**src/rtl/mem_bus_pkg.sv**
```systemverilog
// Shared definitions for the multiplexed-address external memory bus controller.
package mem_bus_pkg;

  localparam int unsigned ADDR_WIDTH_DEF = 16;
  localparam int unsigned DATA_WIDTH_DEF = 8;
  localparam int unsigned WAIT_MAX_DEF   = 15;
  localparam int unsigned WAIT_CNT_W     = 8;

  typedef enum logic [2:0] {
    ST_IDLE,
    ST_ADDR_HI,
    ST_ADDR_LO,
    ST_ACCESS,
    ST_DONE
  } bus_state_e;

endpackage

```
**src/rtl/mem_bus_interface_if.sv**
```systemverilog
// Controller request/response handshake plus the external multiplexed memory bus.
interface mem_bus_interface_if
  import mem_bus_pkg::*;
#(
  parameter int unsigned ADDR_WIDTH = ADDR_WIDTH_DEF,
  parameter int unsigned DATA_WIDTH = DATA_WIDTH_DEF
) ();

  logic                  reqValid;
  logic                  reqWrite;
  logic [ADDR_WIDTH-1:0] reqAddr;
  logic [DATA_WIDTH-1:0] reqWData;
  logic                  reqReady;
  logic                  busy;
  logic                  rspValid;
  logic [DATA_WIDTH-1:0] rspRData;
  logic                  rspErr;
  logic [DATA_WIDTH-1:0] busOut;
  logic [DATA_WIDTH-1:0] busIn;
  logic                  busOe;
  logic                  aleHi;
  logic                  aleLo;
  logic                  weN;
  logic                  oeN;
  logic                  memRdy;

  modport master (
    output reqValid, reqWrite, reqAddr, reqWData, busIn, memRdy,
    input  reqReady, busy, rspValid, rspRData, rspErr,
           busOut, busOe, aleHi, aleLo, weN, oeN
  );

  modport slave (
    input  reqValid, reqWrite, reqAddr, reqWData, busIn, memRdy,
    output reqReady, busy, rspValid, rspRData, rspErr,
           busOut, busOe, aleHi, aleLo, weN, oeN
  );

endinterface

```
**src/rtl/mem_bus_interface_wait_counter.sv**
```systemverilog
// 8-bit clear/increment counter; tc_o flags that the current cycle is the LIMIT-th.
module WaitCounter
  import mem_bus_pkg::*;
#(
  parameter int unsigned LIMIT = WAIT_MAX_DEF
) (
  input  logic clk,
  input  logic rst_n,
  input  logic clr_i,
  input  logic inc_i,
  output logic tc_o
);

  logic [WAIT_CNT_W-1:0] count_q;

  always_ff @(posedge clk or negedge rst_n) begin
    if (!rst_n) begin
      count_q <= '0;
    end else if (clr_i) begin
      count_q <= '0;
    end else if (inc_i) begin
      count_q <= count_q + WAIT_CNT_W'(1);
    end
  end

  // Count holds completed wait cycles, so LIMIT-1 means this is the last allowed one.
  assign tc_o = (count_q == WAIT_CNT_W'(LIMIT - 1));

endmodule

```
**src/rtl/mem_bus_interface.sv**
```systemverilog
// Turns single controller requests into ADDR_HI/ADDR_LO/ACCESS/DONE cycles on a
// multiplexed 8-bit memory bus, with a wait-state timeout.
module mem_bus_interface
  import mem_bus_pkg::*;
#(
  parameter int unsigned ADDR_WIDTH = ADDR_WIDTH_DEF,
  parameter int unsigned DATA_WIDTH = DATA_WIDTH_DEF,
  parameter int unsigned WAIT_MAX   = WAIT_MAX_DEF
) (
  input  logic                 clk,
  input  logic                 reset,
  mem_bus_interface_if.slave   bus
);

  bus_state_e            state_q, state_d;
  logic [ADDR_WIDTH-1:0] addr_q, addr_d;
  logic [DATA_WIDTH-1:0] wdata_q, wdata_d;
  logic                  write_q, write_d;
  logic [DATA_WIDTH-1:0] rdata_q, rdata_d;
  logic                  err_q, err_d;

  logic                  wait_clr, wait_inc, wait_tc;

  logic                  ready;
  logic                  rsp_valid;
  logic [DATA_WIDTH-1:0] bus_out;
  logic                  bus_oe, ale_hi, ale_lo, we_n, oe_n;

  WaitCounter #(.LIMIT(WAIT_MAX)) u_wait (
    .clk   (clk),
    .rst_n (reset),
    .clr_i (wait_clr),
    .inc_i (wait_inc),
    .tc_o  (wait_tc)
  );

  always_ff @(posedge clk or negedge reset) begin
    if (!reset) begin
      state_q <= ST_IDLE;
      addr_q  <= '0;
      wdata_q <= '0;
      write_q <= 1'b0;
      rdata_q <= '0;
      err_q   <= 1'b0;
    end else begin
      state_q <= state_d;
      addr_q  <= addr_d;
      wdata_q <= wdata_d;
      write_q <= write_d;
      rdata_q <= rdata_d;
      err_q   <= err_d;
    end
  end

  always_comb begin
    state_d  = state_q;
    addr_d   = addr_q;
    wdata_d  = wdata_q;
    write_d  = write_q;
    rdata_d  = rdata_q;
    err_d    = err_q;
    wait_clr = 1'b0;
    wait_inc = 1'b0;
    unique case (state_q)
      ST_IDLE: begin
        if (bus.reqValid) begin
          state_d = ST_ADDR_HI;
          addr_d  = bus.reqAddr;
          wdata_d = bus.reqWData;
          write_d = bus.reqWrite;
        end
      end
      ST_ADDR_HI: state_d = ST_ADDR_LO;
      ST_ADDR_LO: begin
        state_d  = ST_ACCESS;
        wait_clr = 1'b1;
      end
      ST_ACCESS: begin
        // memRdy is tested first so a ready on the final wait cycle still succeeds.
        if (bus.memRdy) begin
          state_d = ST_DONE;
          err_d   = 1'b0;
          rdata_d = write_q ? '0 : bus.busIn;
        end else if (wait_tc) begin
          state_d = ST_DONE;
          err_d   = 1'b1;
          rdata_d = '0;
        end else begin
          wait_inc = 1'b1;
        end
      end
      ST_DONE: state_d = ST_IDLE;
      default: state_d = ST_IDLE;
    endcase
  end

  always_comb begin
    ready     = 1'b0;
    rsp_valid = 1'b0;
    bus_out   = '0;
    bus_oe    = 1'b0;
    ale_hi    = 1'b0;
    ale_lo    = 1'b0;
    we_n      = 1'b1;
    oe_n      = 1'b1;
    unique case (state_q)
      ST_IDLE: ready = 1'b1;
      ST_ADDR_HI: begin
        bus_oe  = 1'b1;
        bus_out = DATA_WIDTH'(addr_q >> DATA_WIDTH);
        ale_hi  = 1'b1;
      end
      ST_ADDR_LO: begin
        bus_oe  = 1'b1;
        bus_out = DATA_WIDTH'(addr_q);
        ale_lo  = 1'b1;
      end
      ST_ACCESS: begin
        if (write_q) begin
          bus_oe  = 1'b1;
          bus_out = wdata_q;
          we_n    = 1'b0;
        end else begin
          oe_n    = 1'b0;
        end
      end
      ST_DONE: rsp_valid = 1'b1;
      default: ;
    endcase
  end

  assign bus.reqReady = ready;
  assign bus.busy     = ~ready;
  assign bus.rspValid = rsp_valid;
  assign bus.rspRData = rdata_q;
  assign bus.rspErr   = err_q;
  assign bus.busOut   = bus_out;
  assign bus.busOe    = bus_oe;
  assign bus.aleHi    = ale_hi;
  assign bus.aleLo    = ale_lo;
  assign bus.weN      = we_n;
  assign bus.oeN      = oe_n;

endmodule
```
**src/flat_wrapper.sv**
```systemverilog
// flat-port wrapper written by rule: the top's interface ports become plain ports
module mem_bus_interface_flat import mem_bus_pkg::*;
#(
  parameter int unsigned ADDR_WIDTH = ADDR_WIDTH_DEF,
  parameter int unsigned DATA_WIDTH = DATA_WIDTH_DEF,
  parameter int unsigned WAIT_MAX   = WAIT_MAX_DEF
)
  (clk, reset, bus_reqValid, bus_reqWrite, bus_reqAddr, bus_reqWData, bus_busIn, bus_memRdy, bus_reqReady, bus_busy, bus_rspValid, bus_rspRData, bus_rspErr, bus_busOut, bus_busOe, bus_aleHi, bus_aleLo, bus_weN, bus_oeN);
  mem_bus_interface_if #(.ADDR_WIDTH(ADDR_WIDTH), .DATA_WIDTH(DATA_WIDTH)) bus_i ();
  input  logic clk;
  input  logic reset;
  input wire logic [$bits(bus_i.reqValid)-1:0] bus_reqValid;
  input wire logic [$bits(bus_i.reqWrite)-1:0] bus_reqWrite;
  input wire logic [$bits(bus_i.reqAddr)-1:0] bus_reqAddr;
  input wire logic [$bits(bus_i.reqWData)-1:0] bus_reqWData;
  input wire logic [$bits(bus_i.busIn)-1:0] bus_busIn;
  input wire logic [$bits(bus_i.memRdy)-1:0] bus_memRdy;
  output wire logic [$bits(bus_i.reqReady)-1:0] bus_reqReady;
  output wire logic [$bits(bus_i.busy)-1:0] bus_busy;
  output wire logic [$bits(bus_i.rspValid)-1:0] bus_rspValid;
  output wire logic [$bits(bus_i.rspRData)-1:0] bus_rspRData;
  output wire logic [$bits(bus_i.rspErr)-1:0] bus_rspErr;
  output wire logic [$bits(bus_i.busOut)-1:0] bus_busOut;
  output wire logic [$bits(bus_i.busOe)-1:0] bus_busOe;
  output wire logic [$bits(bus_i.aleHi)-1:0] bus_aleHi;
  output wire logic [$bits(bus_i.aleLo)-1:0] bus_aleLo;
  output wire logic [$bits(bus_i.weN)-1:0] bus_weN;
  output wire logic [$bits(bus_i.oeN)-1:0] bus_oeN;
  assign bus_i.reqValid = bus_reqValid;
  assign bus_i.reqWrite = bus_reqWrite;
  assign bus_i.reqAddr = bus_reqAddr;
  assign bus_i.reqWData = bus_reqWData;
  assign bus_i.busIn = bus_busIn;
  assign bus_i.memRdy = bus_memRdy;
  assign bus_reqReady = bus_i.reqReady;
  assign bus_busy = bus_i.busy;
  assign bus_rspValid = bus_i.rspValid;
  assign bus_rspRData = bus_i.rspRData;
  assign bus_rspErr = bus_i.rspErr;
  assign bus_busOut = bus_i.busOut;
  assign bus_busOe = bus_i.busOe;
  assign bus_aleHi = bus_i.aleHi;
  assign bus_aleLo = bus_i.aleLo;
  assign bus_weN = bus_i.weN;
  assign bus_oeN = bus_i.oeN;
  mem_bus_interface #(.ADDR_WIDTH(ADDR_WIDTH), .DATA_WIDTH(DATA_WIDTH), .WAIT_MAX(WAIT_MAX)) u_core (.clk(clk), .reset(reset), .bus(bus_i));
endmodule
```
**config.mk**
```make
export PLATFORM = sky130hd
export DESIGN_NAME = mem_bus_interface_flat
export DESIGN_NICKNAME = d
export VERILOG_FILES = /design/src/rtl/mem_bus_pkg.sv /design/src/rtl/mem_bus_interface_if.sv /design/src/rtl/mem_bus_interface_wait_counter.sv /design/src/rtl/mem_bus_interface.sv /design/src/flat_wrapper.sv
export SDC_FILE = /design/constraint.sdc
export NUM_CORES = 1
export LEC_CHECK = 0
export CORE_UTILIZATION = 51
export DETAILED_ROUTE_END_ITERATION = 8
export PLACE_DENSITY_LB_ADDON = 0.25
export SYNTH_ARGS = -nofsm -noshare
export SYNTH_HDL_FRONTEND = slang
export SYNTH_SLANG_ARGS = --single-unit
```
**constraint.sdc**
```tcl
create_clock -name clk -period 4.65 [get_ports clk]
set_clock_uncertainty 0.15 [all_clocks]
set_input_delay 1.1625 -clock clk [delete_from_list [all_inputs] [get_ports clk]]
set_output_delay 1.1625 -clock clk [all_outputs]
set_load 0.005 [all_outputs]
```
==> impl.org, run 1 <==
** Synth
- The Yosys step of the flow raised 0 warnings.
- Number of distinct standard cells referenced by the synthesized netlist :: 38
- The share of the Yosys chip area taken by registers is 53.0%.
- The cell area that synthesis handed to floorplanning was about 0.0021 mm^2.
- In the synthesized netlist, the number of instances is 178.
- Dividing the synthesized area by the synthesized cell count gives 11.9 um^2.
- Synth Register Bits :: 45
- Syn nets :: 217

** GRT
- Total global routing overflow :: 0
- Via count of the first global-routing pass :: 1489
- The initial antenna violation count came to 0.
- Entering global routing, the biggest net connects 46 pins.
- Global routing usage summed across all routing layers :: roughly a fifth
- Wire length of the first global-routing pass :: ~6900 um

** Placed design
- HPWL after detailed placement :: just over 3000 um
- Placed Cells incl. Taps :: 281
- At the end of routability-driven placement, the weighted congestion stood at 0.829.
- Input/output buffers :: 61

** Setup path
- Reg2reg setup slack :: around 2.4 ns
- Number of cells on the critical path :: 4
- STA classifies the critical path endpoint as a primary output.
- Longest individual stage delay on the worst path :: 0.66 ns
- In this design, the largest share of critical-path delay is due to simple AND/OR/NAND/NOR gates.
- STA puts the critical path data required time at 3.34 ns.
- Crit path from :: u_core.state_q[1]
- Crit path arrival time :: roughly 2.2 ns
- The startpoint identified for the worst register-to-register timing path is u_core.u_wait.count_q[0].
- Counting both buffers and inverters, the worst setup path holds a total of 2.
- Kind of launch point of the worst setup path :: register
- R2r endpoint :: u_core.bus.rspRData[6]
- The largest individual stage delay along the critical path comes from the cell nor3b_2.
- The critical path is of the register to primary output type.
- Cell count of the worst reg-to-reg path :: 6
- Cells traversed along the worst timing path :: nor3b_2 > a222oi_1 > inv_1 > clkdlybuf4s50_1
- Of all nets on the critical path, the largest fanout is 9.

** Floorplan
- Floorplan die area :: 0.00443 mm^2
- For this configuration, the core starts out at a cell density of 53.1%.
- Die boundary width :: 66.5 um
- Number of top-level pins :: 62
- Chip Height :: 66.5 um
- After floorplanning, the core was sized to cover 0.00400 mm^2.
- After floorplanning, the core was divided into 23 placement rows.

** Power and ir drop
- Total power after layout :: 1.64 mW
- Leakage dissipation :: 1.23 nW
- Power density of the placed cells :: 585 mW/mm^2
- The worst-case IR drop observed on VDD is 0.385 mV.

** Timing
- For this run, the top clock speed supported by timing is 282 MHz.
- Setup violations remaining at the end of the flow were counted as 0.
- Slew at the pin closest to its max-slew limit :: 0.976 ns
- Setup repair after global routing left no endpoint under its margin.
- After layout, the worst path uses roughly 76% of the clock period.
- For the final routed database, the setup TNS stands at 0 ns.
- The number of hold violations in the final report came to 0.
- Time the final worst path needs with I/O delays and setup :: 3.55 ns
- The worst pin sits at a relative slew slack of 34.9%.
- The max-slew violation total from the final report is 0.

** Routing
- Final antenna-violating net count :: 0
- Summed over all layers, the routed wires come to 4230 um.
- 1st-pass router iterations :: 5
- Avg WL per Cell :: 14.7 um
- Detailed route wirelength on metal3 :: between 150 and 200 um
- The highest layer touched by signal routing is met4.
- WL met1 :: ~2000 um
- Length of routed met2 wiring :: 2030 um
- Using the TritonRoute via totals, the vias-per-cell ratio works out to roughly 5.4.
- Drt initial violations :: between 150 and 200
- The final route contains 1562 vias.
- Final routed DRC violation total :: 0

** CTS
- Number of gates resized after cts :: 0
- The clock reaches the later pin of the worst-skew pair after just under 0.3 ns.
- The H-tree generated during clock tree synthesis spans 2 levels.
- Clock sinks :: 45
- CTS tree :: yes
- Num CTS Buffers :: 5
- In this run the clock root is driven by a clkbuf_8.
- Buffers inserted by post-CTS timing repair :: 0
- In this run, post-CTS hold repair placed 0 buffers.
- Max Root-Sink Buffers :: 2
- Clock transition at path regs :: 0.08 ns

** Layout
- Sequential cell area :: 0.00113 mm^2
- In the final design database the tool counted 277 nets.
- Multi-input combinational cell area :: 843 um^2
- Number of inserted filler cells in the final layout :: 299
- The number of antenna diodes in the final layout is 0.
- For this run, the number of standard cells in the final layout without fillers is around 290.
- Fraction of layout instances using a drive strength above 1 :: 16.8%
- Compared with the post-synthesis result, the final layout area differs by 32.4%.

** Min path
- The tightest min-delay check is of the register to register type.
- The worst hold path begins at u_core.wdata_q[3].
- Instance count along the most critical hold path :: 1
- Hold Path Sink :: u_core.wdata_q[3]

** Status
- Outcome :: finished clean

** Job
- Max-cap violations in this run came to 0.
## synth_stat cells
library cell / count / area share [%]
and4_2: 1 / 0.47
and3_1: 2 / 0.59
mux2i_1: 9 / 4.2
buf_8: 2 / 1.4
buf_6: 1 / 0.53
o21a_1: 1 / 0.35
or3_2: 2 / 0.71
a2bb2oi_1: 1 / 0.41
nor3b_1: 1 / 0.35
dfrtp_1: 45 / 53
xnor2_1: 1 / 0.41
ha_1: 2 / 1.2
clkbuf_1: 2 / 0.35
o31ai_4: 1 / 1.0
inv_1: 21 / 3.7
nor2_1: 4 / 0.71
a21oi_1: 2 / 0.47
or4b_4: 1 / 0.65
a222oi_1: 8 / 3.8
and3b_1: 1 / 0.41
or3_1: 1 / 0.29
nand4_1: 1 / 0.29
nor3b_2: 1 / 0.59
nand2b_1: 1 / 0.29
and4bb_2: 1 / 0.59
a21o_1: 1 / 0.35
nand2_1: 13 / 2.3
buf_1: 1 / 0.18
xor2_1: 2 / 0.83
nor3_1: 2 / 0.47
nand3_1: 5 / 1.2
o21ai_0: 7 / 1.6
and2_1: 3 / 0.88
o211ai_1: 1 / 0.35
o31ai_1: 1 / 0.35
mux2_2: 25 / 13
nor2b_1: 1 / 0.29
buf_4: 3 / 1.1
## worst register-to-register path: cells and delay by family, from the launching register on
kind            cells  cell delay (ns)
mux                 1             0.27
fa+ha+maj           1             0.13
buf+inv             1             0.09
simple gates        2             0.66
compound gates      1             0.48
flops               1             0.45
## metrics by stage
step | utilization, % | hold WS, ns | setup slack [ns] | area [um^2]
finish | 70.3 | 0.362 | 1.10 | 2810
global route | 70.3 | 0.380 | 0.930 | 2810
CTS | 70.3 | 0.364 | 1.09 | 2810
detailed placement | 68.1 | 0.347 | 1.42 | 2720
global placement | 68.1 | 0.342 | 1.51 | 2720
floorplan | - | 0.329 | 2.04 | 2120
## worst max path at each step
stage / end / slack, ns
after global placement: bus_busOut[6] / 1.51
final: bus_busOut[2] / 1.10
after detailed placement: bus_busOut[2] / 1.42
after CTS: bus_busOut[2] / 1.09
after floorplan: bus_busOut[1] / 2.04
after global routing: bus_busOut[2] / 0.93
## routing by layer
| layer | up-vias | track usage [%] |
|---|---|---|
| met3 | 7 | 4.79 |
| met5 | - | 0 |
| met4 | 0 | 6.65 |
| met2 | 37 | 32.1 |
| met1 | 781 | 29.5 |
| li1 | 737 | - |
## cell usage in the layout, fill, tap and decap left out, types with 2 or more instances in the layout
cell / Yosys / routed
a21oi_1: 2 / 2
a222oi_1: 8 / 8
and2_1: 3 / 3
and3_1: 2 / 2
clkbuf_8: 0 / 6
clkdlybuf4s50_1: 0 / 60
dfrtp_1: 45 / 45
ha_1: 2 / 2
inv_1: 21 / 21
mux2_2: 25 / 25
mux2i_1: 9 / 9
nand2_1: 13 / 13
nand3_1: 5 / 5
nor2_1: 4 / 4
nor3_1: 2 / 2
o21ai_0: 7 / 7
or3_2: 2 / 2
xor2_1: 2 / 2
## registers in the layout (all words and copies together), names as in the netlist
signal,flops
u_core.addr_q,16
u_core.bus.rspErr,1
u_core.bus.rspRData,8
u_core.state_q,3
u_core.u_wait.count_q,8
u_core.wdata_q,8
u_core.write_q,1
## layout make-up
| class | count | share of cell area, % |
|---|---|---|
| clock buffer | 7 | 3.07 |
| inverter | 21 | 2.80 |
| multi-input combinational | 103 | 30.0 |
| sequential | 45 | 40.1 |
| tap | 50 | 2.23 |
| timing repair buffer | 62 | 21.8 |
## report_power, final
group	total (mW)	internal, mW	switching (mW)	leakage (nW)
clock	0.240	0.118	0.122	0.0443
sequential	0.667	0.556	0.110	0.562
combinational	0.738	0.453	0.285	0.620
## cells by family (layout without fill, tap and decap cells)
kind of cell | count (synthesis) | in the layout | share of synthesized area, %
and+or+nand+nor | 41 | 41 | 11.1
xor gates and xnor gates | 3 | 3 | 1.24
muxes | 34 | 34 | 17.5
adders and majority gates | 2 | 2 | 1.18
AOI/OAI and AO/OA | 23 | 23 | 8.72
DFF | 45 | 45 | 53.0
buffers and inverters | 30 | 90 | 7.25
Note: power is estimated with default switching activity, not from simulation.
==> run 2, diff against run 1 <==
- CORE_UTILIZATION: 51 -> 47
- clock period: 4.65 -> 3.4 ns (I/O delays scaled with it)
==> impl.org, run 2 (synthesis gave the netlist of run 1 again) <==
** Layout
- Highest-count cells in the layout ignoring fill and taps: clkdlybuf4s50_1, dfrtp_1, mux2_2, inv_1, nand2_1 (unchanged).
- Layout net count :: 279 (was 277)
- The flip-flop count of the largest register after layout was 16 (unchanged).
- Commonest non-fill, non-tap cell in the layout :: clkdlybuf4s50_1 (unchanged)
- The layout overhead on the synthesized area was 33.1% (was 32.4%).
- Number of inserted filler cells in the final layout :: 365 (was 299)
- The largest register by flop count was u_core.addr_q (unchanged).
- The count of antenna diodes in the layout is 0 (unchanged).
- Fraction of layout instances using a drive strength above 1 :: 18.3% (was 16.8%)

** GRT
- Largest net degree at the start of global routing :: 46 (unchanged)
- Total global routing overflow :: 0 (unchanged)
- Number of antenna violations at the first check in global routing :: 0 (unchanged)
- Global routing usage summed across all routing layers :: 20.0% (was 21.0%)
- Via count of the first global-routing pass :: 1626 (was 1489)
- The wire length of the first global-routing pass came to 7680 um (was 6860 um).

** CTS
- The clock insertion delay at the later pin of the skew report came to 0.28 ns (was 0.29 ns).
- The number of clock sinks was 45 (unchanged).
- The total clock buffers created by CTS came to 5 (unchanged).
- Root cell of the clock tree :: clkbuf_8 (unchanged)
- The clock transition at the register clock pins on the worst setup and hold paths after CTS was 0.08 ns (about the same).
- CTS tree :: yes (unchanged)
- Buffers inserted by post-CTS timing repair :: 0 (unchanged)
- Total number of H-tree levels :: 2 (unchanged)
- The maximum root-to-sink buffer count is 2 (unchanged).

** Setup path
- Worst R2R Start :: u_core.u_wait.count_q[0] (unchanged)
- The critical-path maximum fanout is 9 (unchanged).
- The maximum single-stage delay on the critical path is 0.50 ns (was 0.66 ns).
- The capture point of the worst reg-to-reg path was u_core.u_wait.count_q[5] (was u_core.bus.rspRData[6]).
- Crit path arrival time :: 2.15 ns (was 2.24 ns)
- Endpoint kind of the worst setup timing path :: primary output (unchanged)
- Cell at the slowest stage of the critical path :: clkdlybuf4s50_1 (was nor3b_2)
- Critical path class :: register to primary output (unchanged)
- Cells traversed along the worst timing path :: and3b_1 > and2_1 > a222oi_1 > inv_1 > clkdlybuf4s50_1 (was nor3b_2 > a222oi_1 > inv_1 > clkdlybuf4s50_1)
- The number of buffer and inverter instances along the worst setup path is 2 (unchanged).
- The worst-case register-to-register setup slack came to 1.15 ns (was 2.35 ns).
- Required @ worst endpoint :: 2.40 ns (was 3.34 ns)
- The kind of cell with the highest combined delay on the critical path is simple AND/OR/NAND/NOR gates (unchanged).
- Cell count of the worst reg-to-reg path :: 6 (unchanged)
- Kind of launch point of the worst setup path :: register (unchanged)

** Routing
- Final antenna-violating net count :: 0 (unchanged)
- The via count of the routed design was 1560 (was 1562).
- The remaining routing DRC violations came to 0 (unchanged).
- Avg WL per Cell :: 14.5 um (was 14.7 um)
- The number of design-rule violations left by the first detailed-router iteration came to 116 (was 169).
- The first-pass iteration count of the detailed router is 4 (was 5).
- The sum of routed wire length over all layers came to 4250 um (was 4230 um).
- Number of vias per cell after detailed routing :: 5.32 (was 5.42)

** Status
- Outcome :: finished clean (unchanged)

** Min path
- The instance count along the most critical hold path was 1 (unchanged).
- Worst hold path startpoint :: u_core.wdata_q[6] (was u_core.wdata_q[3])
- Path type of the worst min-delay path :: register to register (unchanged)
- Hold Path Sink :: u_core.wdata_q[6] (was u_core.wdata_q[3])

** Timing
- The number of failing setup endpoints in the final timing report came to 0 (unchanged).
- Final count of pins violating max slew :: 0 (unchanged)
- The number of hold violations in the final report is 0 (unchanged).
- The remaining max-slew budget at the tightest pin was 34.2% (was 34.9%).
- Timing would allow up to 317 MHz.
- Time the final worst path needs with I/O delays and setup :: 3.15 ns
- The setup total negative slack came to 0 ns (unchanged).
- Unrepaired setup endpoints after global routing: false (unchanged).
- Slew at the pin closest to its max-slew limit :: 0.987 ns (was 0.976 ns)
- The minimum hold slack is 0.366 ns (was 0.362 ns).
- Final worst-path cycle share :: between 90 and 100%

** Placed design
- Input/output buffers :: 61 (unchanged)
- Routability Congestion :: 0.712 (was 0.829)
- The final HPWL from detailed placement is 3040 um (was 3020 um).

** Power and ir drop
- Worst ir drop on vdd :: 0.426 mV (was 0.385 mV)
- The leakage dissipation was 1.24 nW (was 1.23 nW).
- Power density of the placed cells :: 798 mW/mm^2 (was 585 mW/mm^2)

** Floorplan
- The site row count was 24 (was 23).
- The die outline area is 0.00479 mm^2 (was 0.00443 mm^2).
- The I/O pin total came to 62 (unchanged).
- The width of the chip is 69.2 um (was 66.5 um).
- Chip Height :: 69.2 um (was 66.5 um)
- Core Box Area :: 0.00435 mm^2 (was 0.00400 mm^2)
- Initial standard-cell utilization of the core :: 48.8% (was 53.1%)

** Job
- Max cap viols :: 0 (unchanged)
[run 2: cell count changes in the layout (fill, tap and decap cells not counted)]
cell and delta:
buf_4 +2, clkinv_2 +2, clkbuf_8 -1, dfrtp_1 -1, dfrtp_2 +1
[run 2: final cells by class]
cell class | count | area [um^2] | area share [%]
Multi-Input combinational cell | 103 | 843 | 29.8
Clock inverter | 2 | 10.0 | 0.354
Timing Repair Buffer | 64 | 628 | 22.2
Tap cell | 52 | 65.1 | 2.30
Clock buffer | 6 | 72.6 | 2.57
Inverter | 21 | 78.8 | 2.79
Sequential cell | 45 | 1130 | 39.9
[run 2: stage by stage]
stage	cell area [um^2]	instances	util (%)	worst slack, ns	power, mW
finish	2830	293	64.9	0.246	2.25
global route	2830	293	64.9	0.0291	2.44
CTS	2820	293	64.9	0.239	2.28
detailed placement	2740	285	63.0	0.557	1.96
global placement	2740	285	63.0	0.605	1.93
floorplan	2120	178	-	1.10	1.47
[run 2: worst max path at each step]
stage / start / end / slack, ns / cells past startpoint
3_3_place_gp: u_core.state_q[2] / bus_busOut[2] / 0.60 / 5
5_1_grt: u_core.state_q[2] / bus_busOut[0] / 0.03 / 6
6_report: u_core.state_q[1] / bus_busOut[0] / 0.25 / 5
4_1_cts: u_core.state_q[2] / bus_busOut[4] / 0.24 / 5
3_5_place_dp: u_core.state_q[2] / bus_busOut[4] / 0.56 / 5
2_1_floorplan: u_core.state_q[1] / bus_busOut[1] / 1.10 / 6
[run 2: report_power, final]
part / switching (mW) / internal, mW / leakage (nW)
sequential: 0.155 / 0.762 / 0.561
clock: 0.174 / 0.143 / 0.0450
combinational: 0.386 / 0.634 / 0.630
[run 2: per-layer routing]
layer  vias to the layer above  global-route usage [%]  share of wire (%)
li1                        743                       -                  -
met1                       778                    26.9                 45
met2                        34                    32.0                 50
met3                         5                    4.65                4.5
met4                         0                    6.35                1.2
met5                         -                       0                  0
[run 2: what timing repair did]
action                                 4_1_cts  5_1_grt
endpoints found under the hold margin        0        0
gates resized for setup                      0        1
setup endpoints to repair                    0        1
hold buffers                                 0        0
==> run 3, diff against run 2 <==
- CORE_ASPECT_RATIO: not set -> 2
==> impl.org, run 3 (synthesis gave the netlist of run 1 again) <==
** Status
- Outcome: finished clean (unchanged).

** CTS
- The clock transition at the register clock pins on the worst setup and hold paths after CTS is 0.08 ns (about the same).
- The number of clock sinks is 45 (unchanged).
- The clock insertion delay at the later pin of the skew report was 0.30 ns (was 0.28 ns).
- The count of hold buffers inserted by post-cts repair is 0 (unchanged).
- Number of gates resized after cts :: 0 (unchanged)
- Root cell of the clock tree :: clkbuf_8 (unchanged)
- The buffers inserted during post-CTS setup optimization is 0 (unchanged).
- The maximum root-to-sink buffer count was 2 (unchanged).
- Total number of H-tree levels :: 2 (unchanged)
- CTS tree :: yes (unchanged)
- The total clock buffers created by CTS is 5 (unchanged).

** Power and ir drop
- The total power density per cell area was 794 mW/mm^2 (was 798 mW/mm^2).
- The worst-case vdd ir drop came to 0.622 mV (was 0.426 mV).
- The total power of the final layout was 2.23 mW (was 2.25 mW).
- Leakage dissipation :: 1.23 nW (was 1.24 nW)

** Layout
- Layout net count :: 277 (was 279)
- The count of antenna diodes in the layout is 0 (unchanged).
- Number of flip-flops under the largest register name :: 16 (unchanged)
- The final standard cell area without fillers came to 0.00281 mm^2 (was 0.00283 mm^2).
- The count of filler cells inserted in the layout came to 368 (was 365).
- The largest register by flop count is u_core.addr_q (unchanged).
- Area added between synthesis and finish :: 32.4% (was 33.1%)
- Fraction of layout instances using a drive strength above 1 :: 17.2% (was 18.3%)
- Highest-count cells in the layout ignoring fill and taps: clkdlybuf4s50_1, dfrtp_1, mux2_2, inv_1, nand2_1 (unchanged).
- The most common library cell in the layout ignoring fill and taps was clkdlybuf4s50_1 (unchanged).

** Timing
- Final count of pins violating max slew :: 0 (unchanged)
- The number of failing setup endpoints in the final timing report was 0 (unchanged).
- Slew at the pin closest to its max-slew limit :: 0.954 ns (was 0.987 ns)
- The remaining max-slew budget at the tightest pin was 36.4% (was 34.2%).
- The final clock period utilization by the worst path is 93.1% (was 92.8%).
- Count of endpoints failing hold in the final timing report :: 0 (unchanged)
- The highest achievable clock rate is 316 MHz (was 317 MHz).
- The setup total negative slack came to 0 ns (unchanged).
- Time the final worst path needs with I/O delays and setup :: 3.16 ns (was 3.15 ns)
- Unrepaired setup endpoints after global routing: false (unchanged).

** GRT
- The met3 usage came to 3.60% (was 4.65%).
- The met2 track utilization from global routing came to 36.8% (was 32.0%).
- The global routing met1 resource utilization was 22.9% (was 26.9%).
- The wire length of the first global-routing pass was 7590 um (was 7680 um).
- Global routing usage summed across all routing layers :: 20.6% (was 20.0%)
- The busiest layer in global routing is met2 (unchanged).
- Total global routing overflow :: 0 (unchanged)
- Number of antenna violations at the first check in global routing :: 0 (unchanged)
- Via count of the first global-routing pass :: 1669 (was 1626)
- Largest net degree at the start of global routing :: 46 (unchanged)

** Setup path
- Required @ worst endpoint :: 2.40 ns (about the same)
- Cells traversed along the worst timing path: nor2_1 > nand2_1 > inv_1 > a222oi_1 > inv_1 > clkdlybuf4s50_1 (was and3b_1 > and2_1 > a222oi_1 > inv_1 > clkdlybuf4s50_1).
- Critical path class :: register to primary output (unchanged)
- The kind of end point of the critical path is a primary output (unchanged).
- The start of the worst register-to-register path was u_core.u_wait.count_q[0] (unchanged).
- Longest individual stage delay on the worst path :: 0.50 ns (about the same)
- The type of origin of the critical path was a register (unchanged).
- The data arrival time of the worst path was 2.16 ns (was 2.15 ns).
- In this design, the critical path's most frequently occurring cell is inv_1.
- The worst-path cell with the longest stage delay is clkdlybuf4s50_1 (unchanged).
- R2r endpoint :: u_core.bus.rspRData[5] (was u_core.u_wait.count_q[5])
- Maximum fanout encountered on the critical timing path :: 13 (was 9)
- The cell depth of the worst flop-to-flop path came to 6 (unchanged).
- Reg2reg setup slack :: 1.00 ns (was 1.15 ns)

** Min path
- Worst hold path startpoint :: u_core.wdata_q[1] (was u_core.wdata_q[6])
- The instance count along the most critical hold path is 1 (unchanged).
- The destination of the worst hold path was u_core.wdata_q[1] (was u_core.wdata_q[6]).
- Path type of the worst min-delay path :: register to register (unchanged)

** Floorplan
- Chip Height :: 97.1 um (was 69.2 um)
- Floorplan die area :: 0.00481 mm^2 (was 0.00479 mm^2)
- The initial standard-cell utilization of the core is 48.9% (was 48.8%).
- The site row count was 34 (was 24).
- The width of the chip is 49.5 um (was 69.2 um).
- The total core area came to 0.00434 mm^2 (was 0.00435 mm^2).
- The I/O pin total came to 62 (unchanged).

** Routing
- Drt initial violations :: 39 (was 116)
- The detailed-route vias per instance came to 5.33 (was 5.32).
- Post-detailed-routing wire length :: 4370 um (was 4250 um)
- 1st-pass router iterations :: 6 (was 4)
- Final routed DRC violation total :: 0 (unchanged)
- Final antenna-violating net count :: 0 (unchanged)
- The routed length per instance is 14.9 um (was 14.5 um).
- Via total after detailed routing :: 1561 (was 1560)

** Placed design
- Input/output buffers :: 61 (unchanged)
- DP Area :: 0.00273 mm^2 (was 0.00274 mm^2)
- HPWL after detailed placement :: 3260 um (was 3040 um)
- The final RePlAce weighted congestion came to 0.797 (was 0.712).

** Job
- Max cap viols :: 0 (unchanged)
-- run 3: stage by stage --
step	setup WS (ns)	util [%]	std cells	hold slack [ns]
floorplan	1.10	-	178	0.329
global placement	0.569	62.9	285	0.341
detailed placement	0.557	62.9	285	0.349
CTS	0.211	64.8	293	0.369
global route	0.0412	64.8	293	0.384
finish	0.236	64.8	293	0.368
-- run 3: area by class of cell --
class / count / area (um^2) / area share [%]
Tap cell: 54 / 67.6 / 2.40
Timing Repair Buffer: 62 / 613 / 21.8
Clock buffer: 6 / 72.6 / 2.58
Inverter: 21 / 78.8 / 2.80
Multi-Input combinational cell: 103 / 843 / 30.0
Clock inverter: 2 / 10.0 / 0.356
Sequential cell: 45 / 1130 / 40.1
-- run 3: how the worst max path moves through the flow --
stage               slack, ns       endpoint         startpoint  cells after the start
floorplan                1.10  bus_busOut[1]  u_core.state_q[1]                      6
global placement         0.57  bus_busOut[0]  u_core.state_q[2]                      6
detailed placement       0.56  bus_busOut[6]  u_core.state_q[2]                      6
CTS                      0.21  bus_busOut[2]  u_core.state_q[2]                      6
global route             0.04  bus_busOut[6]  u_core.state_q[0]                      6
finish                   0.24  bus_busOut[6]  u_core.state_q[2]                      6
-- run 3: report_power, final --
group / internal, mW / total [mW] / switching [mW]
registers: 0.761 / 0.914 / 0.153
logic: 0.619 / 1.00 / 0.381
clock network: 0.143 / 0.319 / 0.176
-- run 3: worst max-delay path: cells and delay by family (launching register included) --
family | cells | cell delay [ns]
simple gates | 2 | 0.29
buf+inv | 3 | 0.94
flops | 1 | 0.45
compound gates | 1 | 0.19
-- run 3: per-layer routing --
layer | share of wire, % | up-vias | routed length (um)
met5 | 0 | - | 0
met4 | 2.7 | 0 | 117
met3 | 5.2 | 11 | 229
met2 | 54 | 65 | 2380
met1 | 38 | 748 | 1640
li1 | - | 737 | -
